### config.mk
export PLATFORM = sky130hd
export DESIGN_NAME = join_sync
export DESIGN_NICKNAME = d
export VERILOG_FILES = /design/src/rtl/join_sync.sv
export SDC_FILE = /design/constraint.sdc
export NUM_CORES = 1
export LEC_CHECK = 0
export ABC_AREA = 1
export CAP_MARGIN = 20
export CELL_PAD_IN_SITES_DETAIL_PLACEMENT = 1
export CELL_PAD_IN_SITES_GLOBAL_PLACEMENT = 1
export CORE_MARGIN = 2
export CORE_UTILIZATION = 33
export DETAILED_ROUTE_END_ITERATION = 10
export GPL_TIMING_DRIVEN = 0
export PLACE_DENSITY_LB_ADDON = 0.1
export SLEW_MARGIN = 20
export SYNTH_ARGS = -nofsm -noshare
export SYNTH_HDL_FRONTEND = slang
export SYNTH_HIERARCHICAL = 1
export SYNTH_SLANG_ARGS = --single-unit
export TNS_END_PERCENT = 100
### constraint.sdc
create_clock -name clk_pixel_in -period 6 [get_ports clk_pixel_in]
set_clock_uncertainty 0.05 [all_clocks]
set_input_delay 1.8 -clock clk_pixel_in [delete_from_list [all_inputs] [get_ports clk_pixel_in]]
set_output_delay 1.8 -clock clk_pixel_in [all_outputs]
set_load 0.03 [all_outputs]
### src/rtl/join_sync.sv
// N-channel rendezvous: gathers one word per channel, then presents the joined frame on a ready/valid output.
// Define JOIN_TIMEOUT_EN to discard partial rounds left open for TIMEOUT_CYCLES cycles.

module join_sync_lane #(
  parameter int DATA_W      = 16,
  parameter int KEEP_NEWEST = 1
) (
  input  logic              clk_i,
  input  logic              rst_n_i,
  input  logic              valid_i,
  input  logic [DATA_W-1:0] data_i,
  input  logic              clear_i,
  output logic              flag_o,
  output logic [DATA_W-1:0] data_o,
  output logic              overrun_o
);
  logic              flag_q, flag_d;
  logic [DATA_W-1:0] cap_q, cap_d;
  logic              fresh;

  // A valid on the clearing edge opens the next round rather than counting as a repeat.
  assign fresh     = valid_i && (!flag_q || clear_i);
  assign overrun_o = valid_i && flag_q && !clear_i;

  always_comb begin
    flag_d = flag_q;
    cap_d  = cap_q;
    if (fresh) begin
      flag_d = 1'b1;
      cap_d  = data_i;
    end else begin
      if (clear_i) flag_d = 1'b0;
      if (overrun_o && (KEEP_NEWEST != 0)) cap_d = data_i;
    end
  end

  always_ff @(posedge clk_i or negedge rst_n_i) begin
    if (!rst_n_i) begin
      flag_q <= 1'b0;
      cap_q  <= '0;
    end else begin
      flag_q <= flag_d;
      cap_q  <= cap_d;
    end
  end

  assign flag_o = flag_q;
  assign data_o = cap_q;
endmodule

module join_sync #(
  parameter int NUM_CH         = 2,
  parameter int DATA_W         = 16,
  parameter int KEEP_NEWEST    = 1,
  parameter int TIMEOUT_CYCLES = 1_000_000,
  parameter int CNT_W          = 16
) (
  input  logic                     clk_pixel_in,
  input  logic                     rst_n_in,
  input  logic [NUM_CH*DATA_W-1:0] ch_data_in,
  input  logic [NUM_CH-1:0]        ch_valid_in,
  output logic [NUM_CH*DATA_W-1:0] join_data_out,
  output logic                     join_valid_out,
  input  logic                     join_ready_in,
  output logic [NUM_CH-1:0]        ch_received_out,
  output logic [CNT_W-1:0]         overrun_count_out,
  output logic                     timeout_out,
  output logic [CNT_W-1:0]         timeout_count_out
);
  localparam logic [0:0] ST_EMPTY = 1'b0;
  localparam logic [0:0] ST_FULL  = 1'b1;
  localparam int IW = $clog2(NUM_CH + 1);
  localparam int SW = CNT_W + IW;

  logic [0:0]                          state_q, state_d;
  logic [NUM_CH-1:0][DATA_W-1:0]       cap;
  logic [NUM_CH-1:0][DATA_W-1:0]       join_data_q, join_data_d;
  logic [NUM_CH-1:0]                   flags, lane_ovr;
  logic [CNT_W-1:0]                    ovr_q, ovr_d;
  logic [IW-1:0]                       ovr_inc;
  logic [SW-1:0]                       ovr_sum;
  logic                                all_set, hs, load, clear, tmo_fire;

  for (genvar i = 0; i < NUM_CH; i++) begin : g_lane
    join_sync_lane #(
      .DATA_W     (DATA_W),
      .KEEP_NEWEST(KEEP_NEWEST)
    ) u_lane (
      .clk_i    (clk_pixel_in),
      .rst_n_i  (rst_n_in),
      .valid_i  (ch_valid_in[i]),
      .data_i   (ch_data_in[i*DATA_W +: DATA_W]),
      .clear_i  (clear),
      .flag_o   (flags[i]),
      .data_o   (cap[i]),
      .overrun_o(lane_ovr[i])
    );
  end

  assign all_set = &flags;
  assign hs      = (state_q == ST_FULL) && join_ready_in;
  // Back-to-back: a complete round replaces the frame on the same handshake edge.
  assign load    = all_set && ((state_q == ST_EMPTY) || hs);
  assign clear   = load || tmo_fire;

  always_comb begin
    state_d     = state_q;
    join_data_d = join_data_q;
    if (load) begin
      state_d     = ST_FULL;
      join_data_d = cap;
    end else if (hs) begin
      state_d = ST_EMPTY;
    end
  end

  // Several channels may repeat on one edge; each repeat counts.
  always_comb begin
    ovr_inc = '0;
    for (int i = 0; i < NUM_CH; i++) ovr_inc = ovr_inc + IW'(lane_ovr[i]);
    ovr_sum = SW'(ovr_q) + SW'(ovr_inc);
    ovr_d   = (ovr_sum[SW-1:CNT_W] != '0) ? '1 : ovr_sum[CNT_W-1:0];
  end

  always_ff @(posedge clk_pixel_in or negedge rst_n_in) begin
    if (!rst_n_in) begin
      state_q     <= ST_EMPTY;
      join_data_q <= '0;
      ovr_q       <= '0;
    end else begin
      state_q     <= state_d;
      join_data_q <= join_data_d;
      ovr_q       <= ovr_d;
    end
  end

`ifdef JOIN_TIMEOUT_EN
  localparam int TW = (TIMEOUT_CYCLES > 1) ? $clog2(TIMEOUT_CYCLES) : 1;

  logic [TW-1:0]    timer_q, timer_d;
  logic             tmo_q;
  logic [CNT_W-1:0] tcnt_q, tcnt_d;
  logic             partial;

  // Only the collecting round is timed; a held frame is untouched.
  assign partial  = (|flags) && !all_set;
  assign tmo_fire = partial && (timer_q == TW'(TIMEOUT_CYCLES - 1));
  assign timer_d  = (partial && !tmo_fire) ? timer_q + 1'b1 : '0;
  assign tcnt_d   = (tmo_fire && (tcnt_q != '1)) ? tcnt_q + 1'b1 : tcnt_q;

  always_ff @(posedge clk_pixel_in or negedge rst_n_in) begin
    if (!rst_n_in) begin
      timer_q <= '0;
      tmo_q   <= 1'b0;
      tcnt_q  <= '0;
    end else begin
      timer_q <= timer_d;
      tmo_q   <= tmo_fire;
      tcnt_q  <= tcnt_d;
    end
  end

  assign timeout_out       = tmo_q;
  assign timeout_count_out = tcnt_q;
`else
  assign tmo_fire          = 1'b0;
  assign timeout_out       = 1'b0;
  assign timeout_count_out = '0;
`endif

  assign join_data_out     = join_data_q;
  assign join_valid_out    = (state_q == ST_FULL);
  assign ch_received_out   = flags;
  assign overrun_count_out = ovr_q;
endmodule

==> results.cfg, run 1 <==
[run_status]
outcome = finished clean

[drt]
num_vias = 2919
drtAntennaViolNets = 0
firstDrtPassIters = 4
routedWlPerCell_um = 12.9
drt_wl_total_um = 8800
vias_per_cell = 4.29
drtIter0Drc = 95
drc = 0

[setup_path]
cp.arrival_ns = 4.57
slowest_stage = fa_1
cp.required_ns = 6.24
slowest_delay_ns = 0.42
critPathKind = in -> reg
crit_top_cell = inv_1
start_kind = primary input
crit_fanout = 13
endpoint_kind = flop
cp_cell_sequence = clkdlybuf4s50_1 > inv_1 > nand2_1 > nand3_1 > inv_2 > buf_2 > nor2_1 > inv_1 > fa_1 > inv_1 > ha_1 > nand3_2 > inv_2 > nand2_4 > nor2_4 > nand2_4 > buf_6 > nand3_2

[synth]
synth_xor_area_share_pct = 0.950
synth_top_family_by_area = simple AND/OR/NAND/NOR gates
ys_ff_latch = 83
synth_simple_gate_area_share_pct = 31.2
syn_inst = 423
synth-compound-area-share_pct = 0.814
yosysSeqAreaShare_pct = 56.3
synthAdderAreaFrac_pct = 0.882
synthMuxAreaShare_pct = 0
synthTopCellsByArea = dfrtp_1 (56%), nand2_1 (22%), buf_4 (3.5%)
synth_cell_types = 28
synth.avg_cell_area_um2 = 8.72
ys_warn_count = 6
yosys.area.top_type = dfrtp_1
synth_top_area_share_pct = 56.3
synthesis.area_um2 = 3690

[floorplanning]
rows = 38
dieArea_um2 = 12000
start_util_pct = 33.9
io_pins = 105
die_y_um = 110
die_w_um = 110
core_um2 = 10900

[timing]
setup_violations = 0
max_freq_mhz = 231
final.min_clock_period_ns = 4.33
maxSlewViolCount = 0
fin_ws_ns = 1.67
fin_crit_sh_pct = 72.2
hold_ws_ns = 0.427
tns_ns = 0
hold_viol_final = 0
rsz0062_at_grt = false

[power]
p_leak_nw = 2.62
power_density_nw_per_um2 = 428
clkPwrFrac_pct = 22.6
ir_drop_uv = 159
internal-power_mw = 1.33
p_switching_uw = 831
seqPwrFrac_pct = 37.5
combPwrFrac_pct = 39.9
swShare_pct = 38.5

[layout]
fill_cells = 1312
layout_commonest_cell = nand2_1
fin_area_um2 = 5040
final_cell_mix = nand2_1 (218), clkdlybuf4s50_1 (84), dfrtp_1 (83)
antennaDiodeCount = 0
area_growth_pct = 36.6
multi_input_area_um2 = 1310
final_nets = 575
seq_area_um2 = 2080
drive_gt1_share_pct = 14.0

[clock_network]
numCtsBuffers = 9
ctsHoldBuffers = 0
cts_tree = done
clock_path_buffers = 2
cts.sinks = 83
insertion_delay_ns = 0.35
clk_pin_slew_worst_paths_ns = 0.09
post_cts_resized = 0
cts_max_level = 3
post_cts_buffers = 0
cts_root_buf = clkbuf_8

[placement]
placed_area_um2 = 4800
portBuffers = 85
finalWeightedCongestion = 0.748
place_ws_ns = 1.24
dp_hpwl_um = 6330

[grt]
antenna_found_initial = 0
grt.overflow.total = 0
grt_use_total_pct = 15.9
grt_max_degree = 56
grt_pass1_vias = 3024
grt_first_pass_wirelength_um = 14700

[job]
maxCapViolCount = 0

[min_path]
hp-class = reg -> reg
[path summary, 6_finish.rpt]
| kind | from | end | slack, ns | cells after the start |
|---|---|---|---|---|
| setup / recovery | join_ready_in | overrun_count_out[11] | 1.67 | 18 |
| hold / removal | g_lane[0].u_lane/data_o[8] | join_data_out[8] | 0.43 | 2 |
| setup reg to reg | join_valid_out | overrun_count_out[11] | 3.18 | 16 |
| hold reg to reg | g_lane[0].u_lane/data_o[8] | join_data_out[8] | 0.43 | 2 |
| max in group asynchronous | rst_n_in | join_data_out[7] | 3.96 | 2 |
| min in group asynchronous | rst_n_in | overrun_count_out[12] | 1.32 | 1 |
[logic make-up (layout without fill, tap and decap cells)]
| kind of cell | count (synthesis) | after routing |
|---|---|---|
| and+or+nand+nor | 271 | 271 |
| xor gates and xnor gates | 4 | 4 |
| DFF | 83 | 83 |
| AOI/OAI and AO/OA | 6 | 6 |
| adders and majority gates | 2 | 2 |
| buffers and inverters | 56 | 158 |
| other | 1 | 17 |
[cell type report]
type | instances | area share [%]
clock buffer | 9 | 2.46
buffer | 30 | 4.87
inverter | 26 | 2.23
tap | 140 | 3.48
timing repair buffer | 86 | 17.4
sequential | 83 | 41.2
clock inverter | 7 | 2.31
multi-input combinational | 300 | 26.1
[power by group through the flow]
stage                     Clock, mW  Sequential [mW]  Combinational, mW
after global placement            0            0.819              0.859
after floorplan                   0             1.06              0.246
after global routing          0.532            0.834              0.939
after CTS                     0.505            0.814              0.878
final                         0.488            0.809              0.861
after detailed placement          0            0.822              0.874
[synthesized netlist by cell type]
cell      count
o21ai_1       6
buf_8         2
or2_1         1
conb_1        1
buf_2         3
dfrtp_1      83
nor3_2        1
or2_2         1
ha_1          1
buf_4        17
buf_6         3
fa_1          1
nor2_1       13
inv_8         2
inv_2         3
xor2_1        3
nand2_1     218
clkbuf_1      3
inv_1        21
nand3_1      11
clkbuf_8      2
nand3b_1      1
nand2_4       2
xnor2_1       1
nor2_4        3
nand2_2      14
nand4_1       1
nand3_2       5
[worst max-delay path: cells and delay by family]
kind	cells	cell delay, ns
fa+ha+maj	2	0.62
simple gates	8	0.92
buf+inv	8	1.22
[metal layers]
layer / part of all wire [%] / wire, um / GRT usage (%)
met3: 4.8 / 419 / 4.33
met2: 47 / 4160 / 24.9
met1: 47 / 4140 / 21.6
met4: 0.89 / 78 / 4.88
met5: 0 / 0 / 0
[sequential cells by signal, indices dropped and copies added (netlist names)]
signal	flops
g_lane.u_lane/data_o	32
join_data_out	32
overrun_count_out	16
g_lane.u_lane/flag_o	2
join_valid_out	1
[through the flow]
step,total power [mW],util [%],instances
6_report,2.16,46.3,681
5_1_grt,2.30,46.3,681
4_1_cts,2.20,46.3,681
3_5_place_dp,1.70,44.1,665
3_3_place_gp,1.68,43.9,664
2_1_floorplan,1.31,-,439
Note: power is estimated with default switching activity, not from simulation.
==> inputs of run 2 (changes only) <==
--- a/config.mk
+++ b/config.mk
@@ -10,7 +10,7 @@
 export CELL_PAD_IN_SITES_DETAIL_PLACEMENT = 1
 export CELL_PAD_IN_SITES_GLOBAL_PLACEMENT = 1
 export CORE_MARGIN = 2
-export CORE_UTILIZATION = 33
+export CORE_UTILIZATION = 32
 export DETAILED_ROUTE_END_ITERATION = 10
 export GPL_TIMING_DRIVEN = 0
 export PLACE_DENSITY_LB_ADDON = 0.1
==> constraint.sdc (replaced) <==
create_clock -name clk_pixel_in -period 3.7 [get_ports clk_pixel_in]
set_clock_uncertainty 0.05 [all_clocks]
set_input_delay 1.11 -clock clk_pixel_in [delete_from_list [all_inputs] [get_ports clk_pixel_in]]
set_output_delay 1.11 -clock clk_pixel_in [all_outputs]
set_load 0.03 [all_outputs]
==> run 2 against run 1 <==
  * Global-route usage decreased by 0.55 points
  * Combinational power rose by 63%
  * Total power increased by 68%
  * Final cell count increased by 0.29%
  * Final area increased by 1.3%
  * Sequential cell count did not move
  * Routed wire length increased by 0.15%
  * Critical endpoint unchanged
  * Clock-buffer cell count rose by 2
  * Setup slack worse by 1.4 ns
  * Via count up 1.0%
  * Clock power up 84%
  * Worst hold slack worse by 0.0078 ns
==> results.cfg, run 2 (same netlist as run 1, synthesis figures left out) <==
[layout]
final_cell_mix = nand2_1 (218), clkdlybuf4s50_1 (84), dfrtp_1 (83)
multi_input_area_um2 = 1330
area_growth_pct = 38.4
fill_cells = 1347
antennaDiodeCount = 0
final_util_pct = 45.1
instances_no_fill = 683
final_nets = 574
layout_commonest_cell = nand2_1
seq_area_um2 = 2080
drive_gt1_share_pct = 13.7

[placement]
dp.cells = 668
finalWeightedCongestion = 0.752
dp_hpwl_um = 6380
portBuffers = 85

[drt]
drtIter0Drc = 90
drt_wl_total_um = 8810
vias_per_cell = 4.32
firstDrtPassIters = 4
num_vias = 2949
drtAntennaViolNets = 0
drc = 0
routedWlPerCell_um = 12.9

[grt]
antenna_found_initial = 0
grt.overflow.total = 0
grt_max_degree = 45
grt_use_total_pct = 15.4
grt_pass1_vias = 3071
grt_first_pass_wirelength_um = 15300

[setup_path]
r2r_slack_ns = 1.11
cp.required_ns = 3.92
r2r_cells = 15
start_kind = primary input
crit_fanout = 18
critPathKind = in -> reg
endpoint_kind = flop
r2r-end = overrun_count_out[11]
crit-reg2reg-launch = join_valid_out
cp.arrival_ns = 3.64

[min_path]
hp-class = reg -> reg
hold_end = join_data_out[30]
min_path_cells = 2
hp-start = g_lane[1].u_lane/data_o[14]

[timing]
setup_violations = 0
rsz0062_at_grt = false
fin_crit_sh_pct = 92.4
hold_viol_final = 0
maxSlewViolCount = 0
final.min_clock_period_ns = 3.42
worstMarginPinSlew_ns = 0.568
maxSlewHeadroom_pct = 62.1
max_freq_mhz = 292
tns_ns = 0

[clock_network]
numCtsBuffers = 9
cts.sinks = 83
post_cts_buffers = 0
cts_max_level = 3
cts_tree = done
clk_pin_slew_worst_paths_ns = 0.06
clock_path_buffers = 2
cts_root_buf = clkbuf_16
insertion_delay_ns = 0.33

[floorplanning]
die_w_um = 111
rows = 39
io_pins = 105
die_y_um = 111
start_util_pct = 32.6
dieArea_um2 = 12400
core_um2 = 11300

[power]
ir_drop_uv = 298
p_leak_nw = 2.63
power.total_mw = 3.62
power_density_nw_per_um2 = 708

[job]
maxCapViolCount = 0

[run_status]
outcome = finished clean
==> run 2: per-stage QoR <==
step / hold slack, ns / area [um^2] / worst slack [ns]
2_1_floorplan: 0.392 / 3750 / 0.483
3_3_place_gp: 0.401 / 4780 / -1.77
3_5_place_dp: 0.409 / 4800 / -0.367
4_1_cts: 0.425 / 5100 / 0.0913
5_1_grt: 0.438 / 5110 / 0.0832
6_report: 0.419 / 5110 / 0.281
==> run 2: critical path: stages <==
cell	delay, ns
clkdlybuf4s50_1	0.40
inv_1	0.05
nand2_1	0.11
nand3_4	0.13
inv_2	0.16
nor2_1	0.13
inv_1	0.06
fa_1	0.41
inv_1	0.09
ha_1	0.21
nand3_2	0.14
inv_2	0.11
nand2_4	0.07
nor2_4	0.11
nand2_4	0.10
buf_6	0.18
nand3_2	0.07
==> run 2: layout make-up <==
class                   count  share of cell area [%]
plain buffers              29                    4.70
clock buffers              11                    4.56
clock inverters             5                    1.23
inverters                  26                    2.21
multi-input cells         300                    26.0
flip-flops and latches     83                    40.7
well taps                 143                    3.50
repair buffers             86                    17.2
==> run 2: worst max path at each step <==
stage | endpoint | slack [ns] | start | cells past startpoint
floorplan | overrun_count_out[11] | 0.48 | join_ready_in | 17
detailed placement | overrun_count_out[11] | -0.37 | join_ready_in | 18
finish | overrun_count_out[11] | 0.28 | join_ready_in | 17
global route | overrun_count_out[8] | 0.08 | join_ready_in | 17
CTS | overrun_count_out[11] | 0.09 | join_ready_in | 18
global placement | join_data_out[16] | -1.77 | rst_n_in | 1
==> run 2: report_power, final <==
part           total, mW  switching (mW)  leakage (nW)  internal, mW
sequential          1.32           0.168          1.04          1.15
clock              0.898           0.371         0.136         0.527
combinational       1.40           0.843          1.46         0.557
total               3.62            1.38          2.63          2.23
==> run 2: repair_timing <==
action | CTS | global route
gates resized for setup | 1 | 1
hold buffers | 0 | 0
setup endpoints to repair | 10 | 10
pin swaps | 0 | 0
==> run 2: routing by layer <==
layer	routed length [um]	track usage, %
met1	4090	20.3
met2	4180	24.7
met3	433	4.74
met4	110	4.20
met5	0	0
